[src/rtl/pll_seq_pkg.sv]
// Shared types and helpers for the PLL reset sequencer.
package pll_seq_pkg;

  typedef enum logic [2:0] {
    PLL_RST   = 3'd0,
    WAIT_LOCK = 3'd1,
    FILTER    = 3'd2,
    RELEASE   = 3'd3,
    RUN       = 3'd4
  } seq_state_e;

  localparam int RETRY_W = 8;

  // Bits needed to hold 0..count-1, never less than one.
  function automatic int cnt_width(input int count);
    return (count > 1) ? $clog2(count) : 1;
  endfunction

endpackage

[src/rtl/lock_sync.sv]
// Two-flop synchroniser bringing the asynchronous PLL lock into the reference clock domain.
module lock_sync (
  input  logic clk_in,
  input  logic rst_in_n,
  input  logic async_in,
  output logic sync_out
);

  logic meta_r;
  logic sync_r;

  // Metastability stage followed by the stable sample.
  always_ff @(posedge clk_in or negedge rst_in_n) begin
    if (!rst_in_n) begin
      meta_r <= 1'b0;
      sync_r <= 1'b0;
    end else begin
      meta_r <= async_in;
      sync_r <= meta_r;
    end
  end

  assign sync_out = sync_r;

endmodule

[src/rtl/pll_reset_seq.sv]
// PLL reset pulse, lock qualification and staged per-domain reset release.
// Define PLL_SEQ_TIMEOUT_EN to build the lock-timeout retry logic.
module pll_reset_seq
  import pll_seq_pkg::*;
#(
  parameter int HOLD_CYCLES  = 16,
  parameter int LOCK_FILTER  = 64,
  parameter int LOCK_TIMEOUT = 65536,
  parameter int N_DOMAINS    = 2,
  parameter int STAGE_GAP    = 128
) (
  input  logic                 clk_in,
  input  logic                 rst_in_n,
  input  logic                 pll_lock,
  input  logic                 soft_rst_req,
  output logic                 pll_rst,
  output logic [N_DOMAINS-1:0] domain_rst,
  output logic                 ready,
  output logic                 lock_lost,
  output logic [RETRY_W-1:0]   retry_count
);

  localparam int HOLD_W = cnt_width(HOLD_CYCLES);
  localparam int FILT_W = cnt_width(LOCK_FILTER);
  localparam int GAP_W  = cnt_width(STAGE_GAP);
  localparam int IDX_W  = cnt_width(N_DOMAINS);
  localparam logic [HOLD_W-1:0] HOLD_LAST = HOLD_W'(HOLD_CYCLES - 1);
  localparam logic [FILT_W-1:0] FILT_LAST = FILT_W'(LOCK_FILTER - 1);
  localparam logic [GAP_W-1:0]  GAP_LAST  = GAP_W'(STAGE_GAP - 1);
  localparam logic [IDX_W-1:0]  IDX_LAST  = IDX_W'(N_DOMAINS - 1);

  seq_state_e           state_r, state_n;
  logic [HOLD_W-1:0]    hold_cnt_r, hold_cnt_n;
  logic [FILT_W-1:0]    filt_cnt_r, filt_cnt_n;
  logic [GAP_W-1:0]     gap_cnt_r, gap_cnt_n;
  logic [IDX_W-1:0]     idx_r, idx_n;
  logic [N_DOMAINS-1:0] domain_rst_n;
  logic                 ready_n;
  logic                 lock_lost_n;
  logic                 lock_s;
  logic                 loss_s;
  logic                 timeout_s;
  logic                 abort_s;

  lock_sync u_lock_sync (
    .clk_in   (clk_in),
    .rst_in_n (rst_in_n),
    .async_in (pll_lock),
    .sync_out (lock_s)
  );

`ifdef PLL_SEQ_TIMEOUT_EN
  localparam int TO_W = cnt_width(LOCK_TIMEOUT);
  localparam logic [TO_W-1:0]    TO_LAST   = TO_W'(LOCK_TIMEOUT - 1);
  localparam logic [RETRY_W-1:0] RETRY_MAX = {RETRY_W{1'b1}};

  logic [TO_W-1:0]    to_cnt_r;
  logic [RETRY_W-1:0] retry_r;
  logic               waiting_s;

  assign waiting_s = (state_r == WAIT_LOCK) || (state_r == FILTER);
  assign timeout_s = waiting_s && (to_cnt_r == TO_LAST);

  // Timeout counter spans WAIT_LOCK and FILTER and restarts on each new attempt.
  always_ff @(posedge clk_in or negedge rst_in_n) begin
    if (!rst_in_n) begin
      to_cnt_r <= '0;
      retry_r  <= '0;
    end else begin
      to_cnt_r <= waiting_s ? (to_cnt_r + TO_W'(1)) : '0;
      if (timeout_s && (retry_r != RETRY_MAX)) begin
        retry_r <= retry_r + RETRY_W'(1);
      end
    end
  end

  assign retry_count = retry_r;
`else
  assign timeout_s   = 1'b0;
  assign retry_count = '0;
`endif

  // Loss of lock is only meaningful once domains have started coming out of reset.
  assign loss_s  = ((state_r == RELEASE) || (state_r == RUN)) && !lock_s;
  assign abort_s = loss_s || ((state_r != PLL_RST) && (soft_rst_req || timeout_s));

  // Next-state and next-output decode.
  always_comb begin
    state_n      = state_r;
    hold_cnt_n   = hold_cnt_r;
    filt_cnt_n   = filt_cnt_r;
    gap_cnt_n    = gap_cnt_r;
    idx_n        = idx_r;
    domain_rst_n = domain_rst;
    ready_n      = ready;
    lock_lost_n  = lock_lost | loss_s;
    if (abort_s) begin
      state_n      = PLL_RST;
      hold_cnt_n   = '0;
      filt_cnt_n   = '0;
      gap_cnt_n    = '0;
      idx_n        = '0;
      domain_rst_n = '1;
      ready_n      = 1'b0;
    end else begin
      case (state_r)
        PLL_RST: begin
          if (hold_cnt_r == HOLD_LAST) begin
            state_n    = WAIT_LOCK;
            hold_cnt_n = '0;
          end else begin
            hold_cnt_n = hold_cnt_r + HOLD_W'(1);
          end
        end
        WAIT_LOCK, FILTER: begin
          if (!lock_s) begin
            state_n    = WAIT_LOCK;
            filt_cnt_n = '0;
          end else if (filt_cnt_r != FILT_LAST) begin
            state_n    = FILTER;
            filt_cnt_n = filt_cnt_r + FILT_W'(1);
          end else begin
            // Qualified lock: domain 0 leaves reset on this very edge.
            state_n         = (N_DOMAINS == 1) ? RUN : RELEASE;
            filt_cnt_n      = '0;
            gap_cnt_n       = '0;
            idx_n           = IDX_W'(1);
            domain_rst_n[0] = 1'b0;
            ready_n         = (N_DOMAINS == 1);
          end
        end
        RELEASE: begin
          if (gap_cnt_r != GAP_LAST) begin
            gap_cnt_n = gap_cnt_r + GAP_W'(1);
          end else begin
            gap_cnt_n           = '0;
            domain_rst_n[idx_r] = 1'b0;
            if (idx_r == IDX_LAST) begin
              state_n = RUN;
              ready_n = 1'b1;
            end else begin
              idx_n = idx_r + IDX_W'(1);
            end
          end
        end
        RUN: begin
          state_n = RUN;
        end
        default: begin
          state_n = PLL_RST;
        end
      endcase
    end
  end

  // State, counters and glitch-free registered outputs.
  always_ff @(posedge clk_in or negedge rst_in_n) begin
    if (!rst_in_n) begin
      state_r    <= PLL_RST;
      hold_cnt_r <= '0;
      filt_cnt_r <= '0;
      gap_cnt_r  <= '0;
      idx_r      <= '0;
      pll_rst    <= 1'b1;
      domain_rst <= '1;
      ready      <= 1'b0;
      lock_lost  <= 1'b0;
    end else begin
      state_r    <= state_n;
      hold_cnt_r <= hold_cnt_n;
      filt_cnt_r <= filt_cnt_n;
      gap_cnt_r  <= gap_cnt_n;
      idx_r      <= idx_n;
      pll_rst    <= (state_n == PLL_RST);
      domain_rst <= domain_rst_n;
      ready      <= ready_n;
      lock_lost  <= lock_lost_n;
    end
  end

endmodule
[config.mk]
export PLATFORM = sky130hd
export DESIGN_NAME = pll_reset_seq
export DESIGN_NICKNAME = d
export VERILOG_FILES = /design/src/rtl/pll_seq_pkg.sv /design/src/rtl/lock_sync.sv /design/src/rtl/pll_reset_seq.sv
export SDC_FILE = /design/constraint.sdc
export NUM_CORES = 1
export LEC_CHECK = 0
export ABC_AREA = 1
export BUFFER_PORTS_ARGS = -buffer_cell sky130_fd_sc_hd__buf_2
export CORE_ASPECT_RATIO = 1.25
export CORE_MARGIN = 5
export CORE_UTILIZATION = 40
export CTS_CLUSTER_DIAMETER = 100
export DETAILED_ROUTE_END_ITERATION = 16
export GPL_TIMING_DRIVEN = 0
export PLACE_DENSITY = 0.57
export SETUP_SLACK_MARGIN = 0.1
export SYNTH_ARGS = -nofsm -noshare
export SYNTH_HDL_FRONTEND = slang
export SYNTH_SLANG_ARGS = --single-unit
[constraint.sdc]
create_clock -name clk_in -period 2.1 [get_ports clk_in]
set_clock_uncertainty 0.2 [all_clocks]
set_input_delay 0 -clock clk_in [delete_from_list [all_inputs] [get_ports clk_in]]
set_output_delay 0 -clock clk_in [all_outputs]
set_load 0.02 [all_outputs]
==> results.ini, run 1 <==
[floorplanning]
die_h_um=80.3
initial_utilization=0.415
core_area_mm2=0.00382
ios=17
dieArea_mm2=0.00532
rows=25
dieWidth_um=66.3

[global_route]
grt_usage=0.125
grt-ovfl-total=0
grt_max_degree=29
grt_pass1_wl_mm=5.21
antenna_found_initial=0
grt_pass1_vias=1241

[drt]
vias=1220
post_drt_via_cell_ratio=4.62
post-route-drc-count=0
wl_per_cell_um=11.1
drtIter0Drc=48
antenna_left=0
firstDrtPassIters=4
wirelength_mm=2.92

[synth]
ys_warn_count=0
synth_area_leaders=dfrtp_1 40%, nand2_1 11%, nand3_1 5.1%, dfstp_2 5.0%, inv_1 4.5%
avgSynthCellArea_um2=8.42
syn_inst=188
synth_top_area_cell=dfrtp_1
synth_cell_type_count=25
synthesis.area_mm2=0.00158
synth_top_area_share=0.395
seq_area_frac_synth=0.445
ys_ff_latch=28

[timing]
clock.fmax_mhz=545
fin_crit_ps=1840
tightest_slew_ps=609
final.setup.tns_ps=0
setup_violations=0
finalMaxSlewViolations=0
final_hold_viol_count=0
rsz0062_at_grt=false
finalCritPeriodShare=0.874
slew_headroom=0.594

[worst_setup_path]
crit_start=gap_cnt_r[0]$_DFFE_PN0P_
cp-end-kind=flip-flop
path_class=reg2reg
r2r-start=gap_cnt_r[0]$_DFFE_PN0P_
arrival_ps=1820
critPathMaxStageDelay_ps=400
crit_top_cell=nand2_1
path_buf_inv=1
start_kind=flip-flop
critical_path.max_fanout=4
cp_cell_sequence=ha_1 -> nand3_1 -> nor2_2 -> inv_1 -> nand2_4 -> nand2_1 -> nor2_1 -> nand2_1 -> nand2_1 -> nand2_1
cp_top_family=simple AND/OR/NAND/NOR gates
cpMaxStageDelayCell=dfrtp_1
worst_ep_required_time_ps=2080

[cells_and_area]
ff_latch_area_um2=704
nNetsFinal=218
multi_input_area_um2=749
nFillCells=417
area_growth_pct=14.0
diodes=0
layout-drive-gt1-share=0.219

[min_path]
hp-class=in2async

[outcome]
status=completed

[cts]
cts_max_path_buffers=2
cts_setup_buffers=0
clk_pin_slew_worst_paths_ps=100
cts_max_level=1
cts_tree=built
cts.sinks=28
clk_latency_ps=280
cts-root-buf=clkbuf_8
cts_made_buffers=3

[power]
power_leakage_nw=0.896
irDropWorstVdd_v=0.000677
finalPower_mw=2.01
pwr_density_cell_mw_per_mm2=1110

[place]
dp_hpwl_mm=2.26
portBuffers=8
gp_congestion=0.758

[job]
cap_violations=0

cells in the final DEF, fill, tap and decap left out, types with 4 or more instances in the layout:
cell type	instances
clkbuf_8	4
buf_4	8
nand2_4	5
nand2_1	46
inv_2	7
xor2_1	7
nand3_1	16
nor2_1	10
dfrtp_1	25
a21oi_1	7
o21ai_1	5
conb_1	8
inv_1	19
nand4_1	5
buf_2	8
worst reg2reg max path: stages, from the launching register on:
cell,delay [ps]
dfrtp_1,400
ha_1,200
nand3_1,160
nor2_2,210
inv_1,120
nand2_4,110
nand2_1,50
nor2_1,130
nand2_1,70
nand2_1,60
nand2_1,40
timing repair:
item / 4_1_cts / 5_1_grt
hold buffers: 3 / 0
endpoints found under the hold margin: 37 / 0
endpoints found under the setup margin: 0 / 1
gates resized for setup: 0 / 1
final cells by class:
type	count	share of cell area
tap	54	0.0374
clock buffer	4	0.0305
sequential	28	0.390
multi-input combinational	133	0.415
timing repair buffer	11	0.0388
inverter	26	0.0541
buffer	8	0.0333
kinds of logic after synthesis:
kind of cell	synth area share
AOI/OAI and AO/OA	0.0624
xor gates and xnor gates	0.0498
adders and majority gates	0.0237
buffers and inverters	0.0996
DFF	0.445
other	0.00237
and+or+nand+nor	0.317
sequential cells by signal, indices dropped and copies added, names as in the netlist:
register and cells:
idx_r 1, gap_cnt_r 7, domain_rst 2, u_lock_sync.sync_out 1, ready 1, state_r 3
filt_cnt_r 6, pll_rst 1, hold_cnt_r 4, lock_lost 1, u_lock_sync.meta_r 1
path summary, 6_finish.rpt:
kind,to,slack (ps),depth (start not counted)
setup / recovery,ready$_DFFE_PN0P_,260,10
hold / removal,hold_cnt_r[2]$_DFFE_PN0P_,70,2
setup reg to reg,ready$_DFFE_PN0P_,260,10
hold reg to reg,u_lock_sync.sync_out$_DFF_PN0_,170,0
max in group asynchronous,filt_cnt_r[0]$_DFFE_PN0P_,1230,2
min in group clk_in,u_lock_sync.meta_r$_DFF_PN0_,150,2
Yosys cell counts:
library cell,count
a21oi_1,7
buf_4,8
conb_1,1
dfrtp_1,25
dfstp_2,3
ha_1,3
inv_1,19
inv_2,7
nand2_1,46
nand2_2,3
nand2_4,5
nand2_8,1
nand3_1,16
nand3_2,2
nand3_4,1
nand4_1,5
nor2_1,11
nor2_4,3
nor3_1,2
o21ai_0,1
o21ai_1,5
o22ai_1,3
o31ai_1,2
xnor2_1,2
xor2_1,7
stage by stage:
stage	instances	hold slack [ps]	utilization	worst slack, ps	instance area [um^2]
2_1_floorplan	195	-496	-	458	1610
3_3_place_gp	257	-157	0.450	286	1720
3_5_place_dp	257	-142	0.450	259	1720
4_1_cts	264	101	0.472	239	1800
5_1_grt	264	147	0.473	106	1800
6_report	264	70.6	0.473	265	1800
per-layer routing:
layer / wire (um) / up-vias / track usage
met5: 0 / - / 0
met4: 51 / 0 / 0.0528
met3: 92 / 5 / 0.0196
met2: 1500 / 18 / 0.220
met1: 1280 / 570 / 0.146
li1: - / 627 / -
where the power goes:
group	internal (mW)	leakage (nW)	switching, mW	total, mW
Sequential	0.666	0.362	0.0908	0.757
Clock	0.168	0.0288	0.164	0.332
Combinational	0.314	0.506	0.603	0.917
Total	1.15	0.896	0.857	2.01
(Power assumes the default switching activity.)
==> inputs of run 2 (changes only) <==
--- a/config.mk
+++ b/config.mk
@@ -5,7 +5,7 @@
 export SDC_FILE = /design/constraint.sdc
 export NUM_CORES = 1
 export LEC_CHECK = 0
-export ABC_AREA = 1
+export ABC_AREA = 0
 export BUFFER_PORTS_ARGS = -buffer_cell sky130_fd_sc_hd__buf_2
 export CORE_ASPECT_RATIO = 1.25
 export CORE_MARGIN = 5
==> results.ini, run 2 <==
[synth]
synth-edff-count=0
synth_top_flop_cell=dfrtp_1
async_reset_ff_frac=1.00
ys_ff_latch=28
avgSynthCellArea_um2=9.77
synth_area_leaders=dfrtp_1 40%, dfstp_2 5.0%, buf_4 4.3%, a21oi_1 2.9%, nand2_1 2.9%
syn_inst=160
synth_cell_type_count=52
seq_area_frac_synth=0.451
synth.cells.most_frequent=25 x dfrtp_1, 12 x nand2_1, 9 x a21oi_1, 9 x buf_4, 8 x nand3_1
synth_top_area_cell=dfrtp_1
synth_top_area_share=0.400
synthesis.area_mm2=0.00156
ys_warn_count=0
yosysMostFrequentCell=dfrtp_1

[worst_setup_path]
worst_ep_required_time_ps=2110
critPathMaxStageDelay_ps=530
cpMaxStageDelayCell=or4_4
critical_path.max_fanout=7
cp-end-kind=flip-flop
start_kind=flip-flop
arrival_ps=2000
path_class=reg2reg
cp_cell_sequence=nand2b_4 -> or4_4 -> a32o_2 -> a211o_1

[power]
pwr-share-seq=0.400
pwr_density_cell_mw_per_mm2=1050
p_clk_frac=0.152
netSwitchingPower_mw=0.754
power_leakage_nw=0.824
p_int_mw=1.20
switching_share=0.385
combPwrFrac=0.448
irDropWorstVdd_v=0.000500

[drt]
firstDrtPassIters=4
post-route-drc-count=0
antenna_left=0
wl_per_cell_um=13.5
wirelength_mm=3.26
drtIter0Drc=40
post_drt_via_cell_ratio=5.20
vias=1253

[cts]
cts-root-buf=clkbuf_8
cts_made_buffers=3
clk_latency_ps=270
cts.sinks=28
cts_tree=built
cts_max_level=1
cts_max_path_buffers=2
clk_pin_slew_worst_paths_ps=90

[floorplanning]
ios=17
rows=25
dieArea_mm2=0.00526
core_area_mm2=0.00378
initial_utilization=0.413
die_h_um=79.9
dieWidth_um=65.9

[global_route]
grt_max_degree=29
grt-ovfl-total=0
grt_pass1_vias=1262
antenna_found_initial=0
grt_usage=0.134
grt_pass1_wl_mm=5.55

[timing]
final_hold_viol_count=0
slew_headroom=0.590
clock.fmax_mhz=503
fin_crit_ps=1990
setup_violations=0
rsz0062_at_grt=true
finalCritPeriodShare=0.946
layout_setup_ws_ps=113
tightest_slew_ps=615
finalMaxSlewViolations=0

[cells_and_area]
nFillCells=367
final_cell_mix=24 x dfrtp_1, 15 x buf_4, 12 x nand2_1
diodes=0
top_regs=gap_cnt_r (7), filt_cnt_r (6), hold_cnt_r (4)
largest_register=gap_cnt_r
multi_input_area_um2=823
nNetsFinal=195
layout-drive-gt1-share=0.241
mostFrequentLayoutCell=dfrtp_1
ff_latch_area_um2=706
area_growth_pct=19.1
largest_reg_flops=7
instances_no_fill=241

[place]
gp_congestion=0.847
dp.cells=229
pre_cts_ws_ps=-106
portBuffers=8
dp_hpwl_mm=2.33

[min_path]
hp-class=in2async

[outcome]
status=completed

[job]
cap_violations=0

## run 2: power by group through the flow
| stage | Combinational [mW] | Clock, mW | Sequential, mW |
|---|---|---|---|
| 2_1_floorplan | 0.579 | 0 | 0.805 |
| 3_3_place_gp | 0.775 | 0 | 0.783 |
| 3_5_place_dp | 0.791 | 0 | 0.788 |
| 4_1_cts | 0.845 | 0.314 | 0.775 |
| 5_1_grt | 0.984 | 0.339 | 0.796 |
| 6_report | 0.877 | 0.297 | 0.784 |
## run 2: worst paths after layout
| check | startpoint | endpoint | slack (ps) | depth (start not counted) |
|---|---|---|---|---|
| max reg2reg | state_r[2]$_DFF_PN0_ | domain_rst[0]$_DFFE_PN1P_ | 110 | 4 |
| max | state_r[2]$_DFF_PN0_ | domain_rst[0]$_DFFE_PN1P_ | 110 | 4 |
| min reg2reg | u_lock_sync.meta_r$_DFF_PN0_ | u_lock_sync.sync_out$_DFF_PN0_ | 160 | 0 |
| max in group asynchronous | rst_in_n | state_r[2]$_DFF_PN0_ | 1200 | 2 |
| min | rst_in_n | hold_cnt_r[1]$_DFFE_PN0P_ | 70 | 2 |
| min in group clk_in | u_lock_sync.meta_r$_DFF_PN0_ | u_lock_sync.sync_out$_DFF_PN0_ | 160 | 0 |
## run 2: area by class of cell
type / count / area share
Inverter: 4 / 0.00807
Multi-Input combinational cell: 121 / 0.443
Buffer: 14 / 0.0518
Tap cell: 54 / 0.0363
Sequential cell: 28 / 0.379
Clock buffer: 4 / 0.0242
Timing Repair Buffer: 16 / 0.0578
## run 2: logic make-up after synthesis
| logic type | count (synthesis) | share of synthesized area |
|---|---|---|
| other cells | 1 | 0.00240 |
| simple gates | 62 | 0.227 |
| mux | 4 | 0.0264 |
| fa+ha+maj | 3 | 0.0240 |
| buf+inv | 18 | 0.0656 |
| xor+xnor | 4 | 0.0224 |
| compound gates | 40 | 0.182 |
| flops | 28 | 0.451 |
## run 2: metrics by stage
step                hold WS [ps]  TNS (ps)  utilization  instance area, um^2  power, mW
detailed placement          -143      -192        0.449                 1700       1.58
global route                 141         0        0.492                 1860       2.12
CTS                         90.3         0        0.478                 1810       1.93
finish                      67.5         0        0.492                 1860       1.96
global placement            -153      -130        0.449                 1700       1.56
floorplan                   -496         0            -                 1590       1.38
## run 2: per-layer routing
metal / vias up / track usage / share of wire
li1: 626 / - / -
met1: 602 / 0.147 / 0.43
met2: 18 / 0.249 / 0.53
met3: 7 / 0.0197 / 0.020
met4: 0 / 0.0560 / 0.022
met5: - / 0 / 0
## run 2: critical path: cells and delay by family (launching register included)
family          cells  cell delay [ps]
simple gates        2              680
flops               1              460
compound gates      2              580
## run 2: what timing repair did
action	CTS	global route
setup endpoints to repair	14	20
gates resized for setup	6	10
hold buffers	3	0
buffers inserted	2	3
hold endpoints to repair	30	0
pin swaps	1	0
